### src/rtl/i2c_cmd_arbiter_if.sv
// Command-arbiter bus bundle: requester side (req/data/grant/done/err) and
// I2C master side (start/data/busy/done/nack) of i2c_cmd_arbiter.
//   master : view taken by the arbiter (drives grants, pulses, start, word, busy_o)
//   slave  : view taken by the requesters / I2C master environment
interface i2c_cmd_arbiter_if #(
    parameter int unsigned N_REQ  = 3,
    parameter int unsigned DATA_W = 16
);
    logic [N_REQ-1:0]        req_i;
    logic [N_REQ*DATA_W-1:0] data_i;
    logic [N_REQ-1:0]        gnt_o;
    logic [N_REQ-1:0]        done_o;
    logic [N_REQ-1:0]        err_o;
    logic                    i2c_start_o;
    logic [DATA_W-1:0]       i2c_data_o;
    logic                    i2c_busy_i;
    logic                    i2c_done_i;
    logic                    i2c_nack_i;
    logic                    busy_o;

    modport master (
        input  req_i, data_i, i2c_busy_i, i2c_done_i, i2c_nack_i,
        output gnt_o, done_o, err_o, i2c_start_o, i2c_data_o, busy_o
    );

    modport slave (
        output req_i, data_i, i2c_busy_i, i2c_done_i, i2c_nack_i,
        input  gnt_o, done_o, err_o, i2c_start_o, i2c_data_o, busy_o
    );
endinterface

### src/rtl/i2c_cmd_arbiter.sv
// Round-robin arbiter sharing one I2C master between N_REQ command requesters.
// The granted requester's command word is latched and launched; a NACK is
// retried up to MAX_RETRY times, a missing completion times out after TIMEOUT
// cycles in WAIT. One done_o or err_o pulse is returned per transaction.
// Ports:
//   clk_i2c  : I2C-domain clock
//   reg_rstn : asynchronous active-low reset
//   bus      : i2c_cmd_arbiter_if.master (requester and I2C master signals)
module i2c_cmd_arbiter #(
    parameter int unsigned N_REQ     = 3,
    parameter int unsigned DATA_W    = 16,
    parameter int unsigned MAX_RETRY = 2,
    parameter int unsigned TIMEOUT   = 4095
) (
    input  logic                clk_i2c,
    input  logic                reg_rstn,
    i2c_cmd_arbiter_if.master   bus
);
    localparam int unsigned IDX_W = (N_REQ > 1)     ? $clog2(N_REQ)       : 1;
    localparam int unsigned RTY_W = (MAX_RETRY > 0) ? $clog2(MAX_RETRY+1) : 1;
    localparam int unsigned TMO_W = (TIMEOUT > 0)   ? $clog2(TIMEOUT+1)   : 1;

    typedef enum logic [1:0] {IDLE, ISSUE, WAIT, RESP} state_t;

    state_t           state;
    logic [IDX_W-1:0] last_gnt;
    logic [IDX_W-1:0] gnt_idx;
    logic [RTY_W-1:0] retry_cnt;
    logic [TMO_W-1:0] tmo_cnt;

    logic [IDX_W-1:0] win_idx;
    logic             win_vld;

    // Round-robin search starting just after the last granted requester.
    always_comb begin
        win_idx = '0;
        win_vld = 1'b0;
        for (int unsigned i = 1; i <= N_REQ; i++) begin
            if (!win_vld && bus.req_i[(32'(last_gnt) + i) % N_REQ]) begin
                win_vld = 1'b1;
                win_idx = IDX_W'((32'(last_gnt) + i) % N_REQ);
            end
        end
    end

    // Arbitration / transfer FSM with registered outputs.
    always_ff @(posedge clk_i2c or negedge reg_rstn) begin
        if (!reg_rstn) begin
            state           <= IDLE;
            last_gnt        <= IDX_W'(N_REQ - 1);
            gnt_idx         <= '0;
            retry_cnt       <= '0;
            tmo_cnt         <= '0;
            bus.gnt_o       <= '0;
            bus.done_o      <= '0;
            bus.err_o       <= '0;
            bus.i2c_start_o <= 1'b0;
            bus.i2c_data_o  <= '0;
            bus.busy_o      <= 1'b0;
        end else begin
            bus.done_o      <= '0;
            bus.err_o       <= '0;
            bus.i2c_start_o <= 1'b0;
            case (state)
                IDLE: begin
                    if (win_vld && !bus.i2c_busy_i) begin
                        gnt_idx         <= win_idx;
                        bus.gnt_o       <= N_REQ'(1) << win_idx;
                        bus.i2c_data_o  <= bus.data_i[32'(win_idx) * DATA_W +: DATA_W];
                        retry_cnt       <= '0;
                        bus.i2c_start_o <= 1'b1;
                        bus.busy_o      <= 1'b1;
                        state           <= ISSUE;
                    end
                end
                ISSUE: begin
                    tmo_cnt <= '0;
                    state   <= WAIT;
                end
                WAIT: begin
                    if (tmo_cnt != '1) begin
                        tmo_cnt <= tmo_cnt + TMO_W'(1);
                    end
                    // A completion beats a timeout landing in the same cycle.
                    if (bus.i2c_done_i) begin
                        if (!bus.i2c_nack_i) begin
                            bus.done_o <= bus.gnt_o;
                            state      <= RESP;
                        end else if (retry_cnt < RTY_W'(MAX_RETRY)) begin
                            retry_cnt       <= retry_cnt + RTY_W'(1);
                            bus.i2c_start_o <= 1'b1;
                            state           <= ISSUE;
                        end else begin
                            bus.err_o <= bus.gnt_o;
                            state     <= RESP;
                        end
                    end else if (tmo_cnt == TMO_W'(TIMEOUT)) begin
                        bus.err_o <= bus.gnt_o;
                        state     <= RESP;
                    end
                end
                RESP: begin
                    last_gnt   <= gnt_idx;
                    bus.gnt_o  <= '0;
                    bus.busy_o <= 1'b0;
                    state      <= IDLE;
                end
                default: state <= IDLE;
            endcase
        end
    end
endmodule
### src/flat_wrapper.sv
// flat-port wrapper written by rule: the top's interface ports become plain ports
module i2c_cmd_arbiter_flat 
#(
    parameter int unsigned N_REQ     = 3,
    parameter int unsigned DATA_W    = 16,
    parameter int unsigned MAX_RETRY = 2,
    parameter int unsigned TIMEOUT   = 4095
)
  (clk_i2c, reg_rstn, bus_req_i, bus_data_i, bus_i2c_busy_i, bus_i2c_done_i, bus_i2c_nack_i, bus_gnt_o, bus_done_o, bus_err_o, bus_i2c_start_o, bus_i2c_data_o, bus_busy_o);
  i2c_cmd_arbiter_if #(.N_REQ(N_REQ), .DATA_W(DATA_W)) bus_i ();
  input  logic clk_i2c;
  input  logic reg_rstn;
  input wire logic [$bits(bus_i.req_i)-1:0] bus_req_i;
  input wire logic [$bits(bus_i.data_i)-1:0] bus_data_i;
  input wire logic [$bits(bus_i.i2c_busy_i)-1:0] bus_i2c_busy_i;
  input wire logic [$bits(bus_i.i2c_done_i)-1:0] bus_i2c_done_i;
  input wire logic [$bits(bus_i.i2c_nack_i)-1:0] bus_i2c_nack_i;
  output wire logic [$bits(bus_i.gnt_o)-1:0] bus_gnt_o;
  output wire logic [$bits(bus_i.done_o)-1:0] bus_done_o;
  output wire logic [$bits(bus_i.err_o)-1:0] bus_err_o;
  output wire logic [$bits(bus_i.i2c_start_o)-1:0] bus_i2c_start_o;
  output wire logic [$bits(bus_i.i2c_data_o)-1:0] bus_i2c_data_o;
  output wire logic [$bits(bus_i.busy_o)-1:0] bus_busy_o;
  assign bus_i.req_i = bus_req_i;
  assign bus_i.data_i = bus_data_i;
  assign bus_i.i2c_busy_i = bus_i2c_busy_i;
  assign bus_i.i2c_done_i = bus_i2c_done_i;
  assign bus_i.i2c_nack_i = bus_i2c_nack_i;
  assign bus_gnt_o = bus_i.gnt_o;
  assign bus_done_o = bus_i.done_o;
  assign bus_err_o = bus_i.err_o;
  assign bus_i2c_start_o = bus_i.i2c_start_o;
  assign bus_i2c_data_o = bus_i.i2c_data_o;
  assign bus_busy_o = bus_i.busy_o;
  i2c_cmd_arbiter #(.N_REQ(N_REQ), .DATA_W(DATA_W), .MAX_RETRY(MAX_RETRY), .TIMEOUT(TIMEOUT)) u_core (.clk_i2c(clk_i2c), .reg_rstn(reg_rstn), .bus(bus_i));
endmodule
### config.mk
export PLATFORM = sky130hd
export DESIGN_NAME = i2c_cmd_arbiter_flat
export DESIGN_NICKNAME = d
export VERILOG_FILES = /design/src/rtl/i2c_cmd_arbiter_if.sv /design/src/rtl/i2c_cmd_arbiter.sv /design/src/flat_wrapper.sv
export SDC_FILE = /design/constraint.sdc
export NUM_CORES = 1
export LEC_CHECK = 0
export ABC_AREA = 1
export CORE_MARGIN = 2
export CORE_UTILIZATION = 25
export CTS_CLUSTER_DIAMETER = 30
export DETAILED_ROUTE_END_ITERATION = 12
export SLEW_MARGIN = 20
export SYNTH_ARGS = -nofsm -noshare
export SYNTH_HDL_FRONTEND = slang
export SYNTH_SLANG_ARGS = --single-unit
### constraint.sdc
create_clock -name clk_i2c -period 2.24 [get_ports clk_i2c]
set_input_delay 0.448 -clock clk_i2c [delete_from_list [all_inputs] [get_ports clk_i2c]]
set_output_delay 0.448 -clock clk_i2c [all_outputs]
set_load 0.03 [all_outputs]
**Word-level counts from Yosys, hierarchy flattened**

Index checks and enable logic that the tools add are counted.

- Flip-flop bits (word level): 47
- Input bits: 56
- Output and inout port bits: 27
- Logic and storage cells: 93

- $add $sub $neg: 5
- Divide/modulo/power cells: 3
- Magnitude comparators: 4
- Equal/unequal tests: 11
- Shift operators: 2
- Mux-type cells: 42
- Reduce and logical (&&, ||, !) cells: 15

Operators with widths:

| operator | count |
|---|---|
| $lt 32x3->1 const B | 3 |
| $mod 32x2->32 const B | 3 |
| $shiftx 48x7->16 | 1 |
| $mux 3 | 9 |
| $mux 2 | 12 |
| $pmux 12 s2 | 1 |
| $add 12x1->12 const B | 1 |
| $eq 12x12->1 const B | 1 |
| $mux 12 | 1 |
| $ne 12x12->1 const B | 1 |
| $mux 1 | 11 |
| $pmux 2 s4 | 1 |
| $reduce_and 2->1 | 4 |
| $add 2x2->3 const B | 2 |
| $bmux 1 s2 | 3 |
| $ne 2x1->1 const B | 3 |
| $pmux 3 s2 | 1 |
| $reduce_bool 2->1 | 3 |
| $reduce_and 5->1 | 1 |
| $eq 2x2->1 const B | 2 |
| $ne 2x2->1 const B | 2 |
| $pmux 1 s2 | 2 |
| $pmux 2 s2 | 1 |
| $add 2x1->3 const B | 1 |
| other kinds (8) | 12 |

**Depth between registers and ports, before layout**

- Depth after elaboration: 14
- Gate-level depth with buffers: 15
- Gate-level depth less buffers: 13

**Worst setup path after synthesis**

OpenSTA, ideal clock, no wires.

- Kind: flip-flop to flip-flop
- From: reg u_core.last_gnt[1]
- To: reg u_core.bus.i2c_data_o[10]
- Arrival: 1.819 ns
- Data required time: 2.124 ns
- Setup slack: 0.304 ns
- Stages on the path, launching flop included: 15
- Clock period less this slack: 1.936 ns
- Cells stage by stage: dfstp_2 > inv_1 > ha_1 > inv_2 > nand2_1 > nand3_1 > nand2_2 > nand3_2 > nand3_4 > buf_12 > buf_12 > nand2_2 > nand2_1 > inv_1 > nand2_1

- Cells in the longest elaborated chain, start to end: 13

RTL lines:

| item | RTL line | source |
|---|---|---|
| start, declared | i2c_cmd_arbiter.sv:26 | `logic [IDX_W-1:0] last_gnt;` |
| start signal, assigned | i2c_cmd_arbiter.sv:50 | `last_gnt <= IDX_W'(N_REQ - 1);` |
| start signal, assigned | i2c_cmd_arbiter.sv:103 | `last_gnt <= gnt_idx;` |
| branches (longest 13 deep; another with $mod 32x2->32) | -- |  |
| end signal, assigned | i2c_cmd_arbiter.sv:69 | `bus.i2c_data_o <= bus.data_i[32'(win_idx) * DATA_W +: DATA_W];` |
| end, declared | i2c_cmd_arbiter_if.sv:23 | `output gnt_o, done_o, err_o, i2c_start_o, i2c_data_o, busy_o` |

Several ways; the timed one is not identified. The select of a mux whose other input is x is not followed.
A chain may end at the register's enable or synchronous reset.

**Final worst setup path**

- From: reg u_core.last_gnt[1]
- To: reg u_core.bus.i2c_data_o[4]

The elaborated chain is that of the path after synthesis.

==> flow_metrics.py <==
metrics = {
    "run_status": {
        "status": "completed",
    },
    "routing": {
        "first_pass_iters": 5,
        "drtAntennaViolNets": 0,
        "vias_per_cell": 4.27,
        "vias": 2707,
        "route.met3.wl_um": 418,
        "drc_errors": 0,
        "drt-total-wl_um": 7420,
        "drt_iter0_drc": 106,
        "dr.max_layer_used": "met4",
        "dr_wl_met2_um": 3500,
        "wl_per_cell_um": 11.7,
        "met1_length_um": 3440,
    },
    "sta": {
        "fmax_mhz": 486,
        "rsz0062_at_grt": "no",
        "post-route-period-util_pct": 91.9,
        "slew_violations": 0,
        "worst_pin_slew_ps": 584,
        "setup_viol": 0,
        "max_slew_margin_pct": 61.0,
        "setup_tns_ps": 0,
        "hold_viol": 0,
        "finalClockSkew_ps": 4.81,
        "holdWs_ps": 163,
        "period_minus_slack_ps": 2060,
    },
    "critical_path": {
        "worstPathArrival_ps": 2230,
        "path_max_fanout": 11,
        "start_kind": "register",
        "cp_top_family": "simple AND/OR/NAND/NOR gates",
        "path_cells": "inv_1 -> ha_2 -> inv_4 -> nand2_1 -> nand3_1 -> nand2_2 -> nand3_2 -> nand3_4 -> buf_4 -> nand2_1 -> nand2_1 -> inv_1 -> nand2_1",
        "worst-setup-path-type": "register to register",
        "critPathMostFrequentCell": "nand2_1",
        "max_stage_delay_ps": 580,
        "crit_path_end_kind": "register",
        "worst-path-buf-inv": 4,
        "worstSetupStartpoint": "u_core.last_gnt[1]$_DFFE_PN1P_",
        "cp_slowest_cell": "dfstp_2",
        "crit_required_ps": 2410,
        "r2r_start": "u_core.last_gnt[1]$_DFFE_PN1P_",
    },
    "cts": {
        "numCtsBuffers": 5,
        "cts_setup_buffers": 0,
        "cts_root_buf": "clkbuf_16",
        "cts_hold_buf": 0,
        "cts_tree": "done",
        "cts_max_level": 2,
        "clkSinkCount": 47,
        "clockBufferDepth": 2,
        "path_clk_slew_ps": 60,
        "clk_latency_ps": 280,
    },
    "yosys": {
        "avgSynthCellArea_sq_um": 7.48,
        "synth-seq-area-share_pct": 39.3,
        "synth_cells": 401,
        "yosys.area_share.simple_pct": 37.2,
        "synth_top_family_by_area": "simple AND/OR/NAND/NOR gates",
        "ys_ff_latch": 47,
        "async_flop_share_pct": 100,
        "synth-adder-area-share_pct": 2.09,
        "synth_edf_count": 0,
        "syn-cell-area_sq_mm": 0.00300,
        "synth_cell_type_count": 34,
        "yosys_warnings": 0,
        "muxShareOfSynthArea_pct": 0,
        "synth_compound_area_share_pct": 5.84,
        "synth_ff_type": "dfrtp_1",
        "syn-num-nets": 462,
        "synth_xor_area_share_pct": 0.584,
    },
    "hold_path": {
        "hold_path_class": "primary input to asynchronous set/reset pin",
    },
    "power_and_ir_drop": {
        "power_density_mw_per_mm2": 1200,
        "switching_share_pct": 45.1,
        "clkPwrFrac_pct": 17.0,
        "pwr-share-comb_pct": 57.0,
        "p_sw_w": 0.00226,
        "p_seq_share_pct": 25.9,
        "cell_internal_pwr_w": 0.00275,
        "power_leakage_nw": 2.03,
        "peakVddDrop_mv": 0.499,
    },
    "grt": {
        "grt_max_degree": 26,
        "grt_overflow": 0,
        "antenna_found_initial": 0,
        "grt_pass1_vias": 2559,
        "grt_pass1_wl_um": 12400,
        "grtUsageTotal_pct": 11.6,
    },
    "placement": {
        "hpwl_um": 5860,
        "io_buffers": 82,
        "place.gp.congestion": 0.841,
    },
    "cells_and_area": {
        "final_layout_size_suffix_gt1_share_pct": 13.8,
        "layout_commonest_cell": "nand2_1",
        "final_cell_mix": "nand2_1 (89), clkdlybuf4s50_1 (81), inv_1 (79), nand3_1 (67), dfrtp_1 (46)",
        "fill_cells": 1178,
        "final_util_pct": 36.1,
        "syn_to_final_growth_pct": 39.3,
        "antenna-diode-count": 0,
        "finalNetCount": 551,
    },
    "floorplan": {
        "fp.dieH_um": 114,
        "io_pins": 83,
        "dieArea_sq_mm": 0.0129,
        "coreArea_sq_mm": 0.0116,
        "start_util_pct": 25.9,
        "die_w_um": 114,
        "row_count": 39,
    },
    "run": {
        "maxCapViolations": 0,
    },
}
[power groups by stage]
stage          Combinational, W  Sequential, W  Clock, W
2_1_floorplan           0.00170        0.00162         0
3_3_place_gp            0.00277        0.00131         0
3_5_place_dp            0.00282        0.00131         0
4_1_cts                 0.00283        0.00130  0.000880
5_1_grt                 0.00315        0.00133  0.000911
6_report                0.00285        0.00130  0.000852
[per-layer routing]
metal	global-route usage, %	vias up
met2	19.5	66
met4	2.20	0
li1	-	1420
met5	0	-
met3	2.60	4
met1	15.6	1217
[worst paths after layout]
kind                                                        end  slack (ps)  cells past startpoint
max                        u_core.bus.i2c_data_o[4]$_DFFE_PN0P_         180                     13
min                             u_core.retry_cnt[1]$_DFFE_PN0P_         160                      1
max reg2reg                u_core.bus.i2c_data_o[4]$_DFFE_PN0P_         180                     13
min reg2reg                       u_core.bus.busy_o$_DFFE_PN0P_         490                      2
max in group asynchronous        u_core.last_gnt[1]$_DFFE_PN1P_        1470                      2
min in group clk_i2c              u_core.bus.busy_o$_DFFE_PN0P_         490                      2
[what timing repair did]
item	CTS	global route
endpoints found under the hold margin	0	0
gates resized for setup	0	6
setup endpoints to repair	0	23
[Yosys cell counts, types with 2 or more instances]
master	number	share of area, %
nand2_1	89	11
inv_1	80	10
nand3_1	67	11
dfrtp_1	46	38
nand2_2	23	4.8
nor2_1	21	2.6
o21ai_0	19	3.2
nor3_1	6	1.0
buf_6	5	1.9
ha_1	5	2.1
nand2_4	4	1.5
o21ai_2	4	1.2
buf_12	3	2.0
inv_2	3	0.38
nand3_2	3	1.0
nand3_4	2	1.2
nand4_1	2	0.42
o22ai_1	2	0.42
xor2_1	2	0.58
[cells by family after synthesis]
| family | after synthesis |
|---|---|
| xor gates and xnor gates | 2 |
| DFF | 47 |
| and+or+nand+nor | 223 |
| buffers and inverters | 94 |
| adders and majority gates | 5 |
| AOI/OAI and AO/OA | 30 |
[area by class of cell]
cell class | count | area [sq um] | area share, %
sequential | 47 | 1180 | 28.2
timing repair buffer | 91 | 925 | 22.1
clock buffer | 6 | 139 | 3.33
multi-input combinational | 261 | 1400 | 33.5
inverter | 84 | 323 | 7.73
clock inverter | 2 | 35.0 | 0.839
tap | 143 | 179 | 4.29
[per-stage QoR]
step                cells  cell area (sq um)  total power, W  setup WS (ps)
floorplan             401               3000         0.00332            304
global placement      625               3970         0.00408            104
detailed placement    625               3970         0.00412           16.6
CTS                   633               4140         0.00500           37.2
global route          634               4180         0.00539           6.81
finish                634               4180         0.00500            182
[sequential cells by signal, indices dropped and copies added (netlist names)]
| name | flops |
|---|---|
| u_core.last_gnt | 2 |
| u_core.retry_cnt | 2 |
| u_core.tmo_cnt | 12 |
| u_core.bus.done_o | 3 |
| u_core.state | 2 |
| u_core.bus.i2c_data_o | 16 |
| u_core.bus.i2c_start_o | 1 |
| u_core.bus.err_o | 3 |
| u_core.bus.busy_o | 1 |
| u_core.bus.gnt_o | 3 |
| u_core.gnt_idx | 2 |
[worst reg2reg max path, cell delays in order, from the launching register on]
cell,delay [ps]
dfstp_2,580
inv_1,80
ha_2,220
inv_4,110
nand2_1,60
nand3_1,100
nand2_2,90
nand3_2,110
nand3_4,140
buf_4,240
nand2_1,70
nand2_1,50
inv_1,50
nand2_1,50
Power figures use the tool's default switching activity.
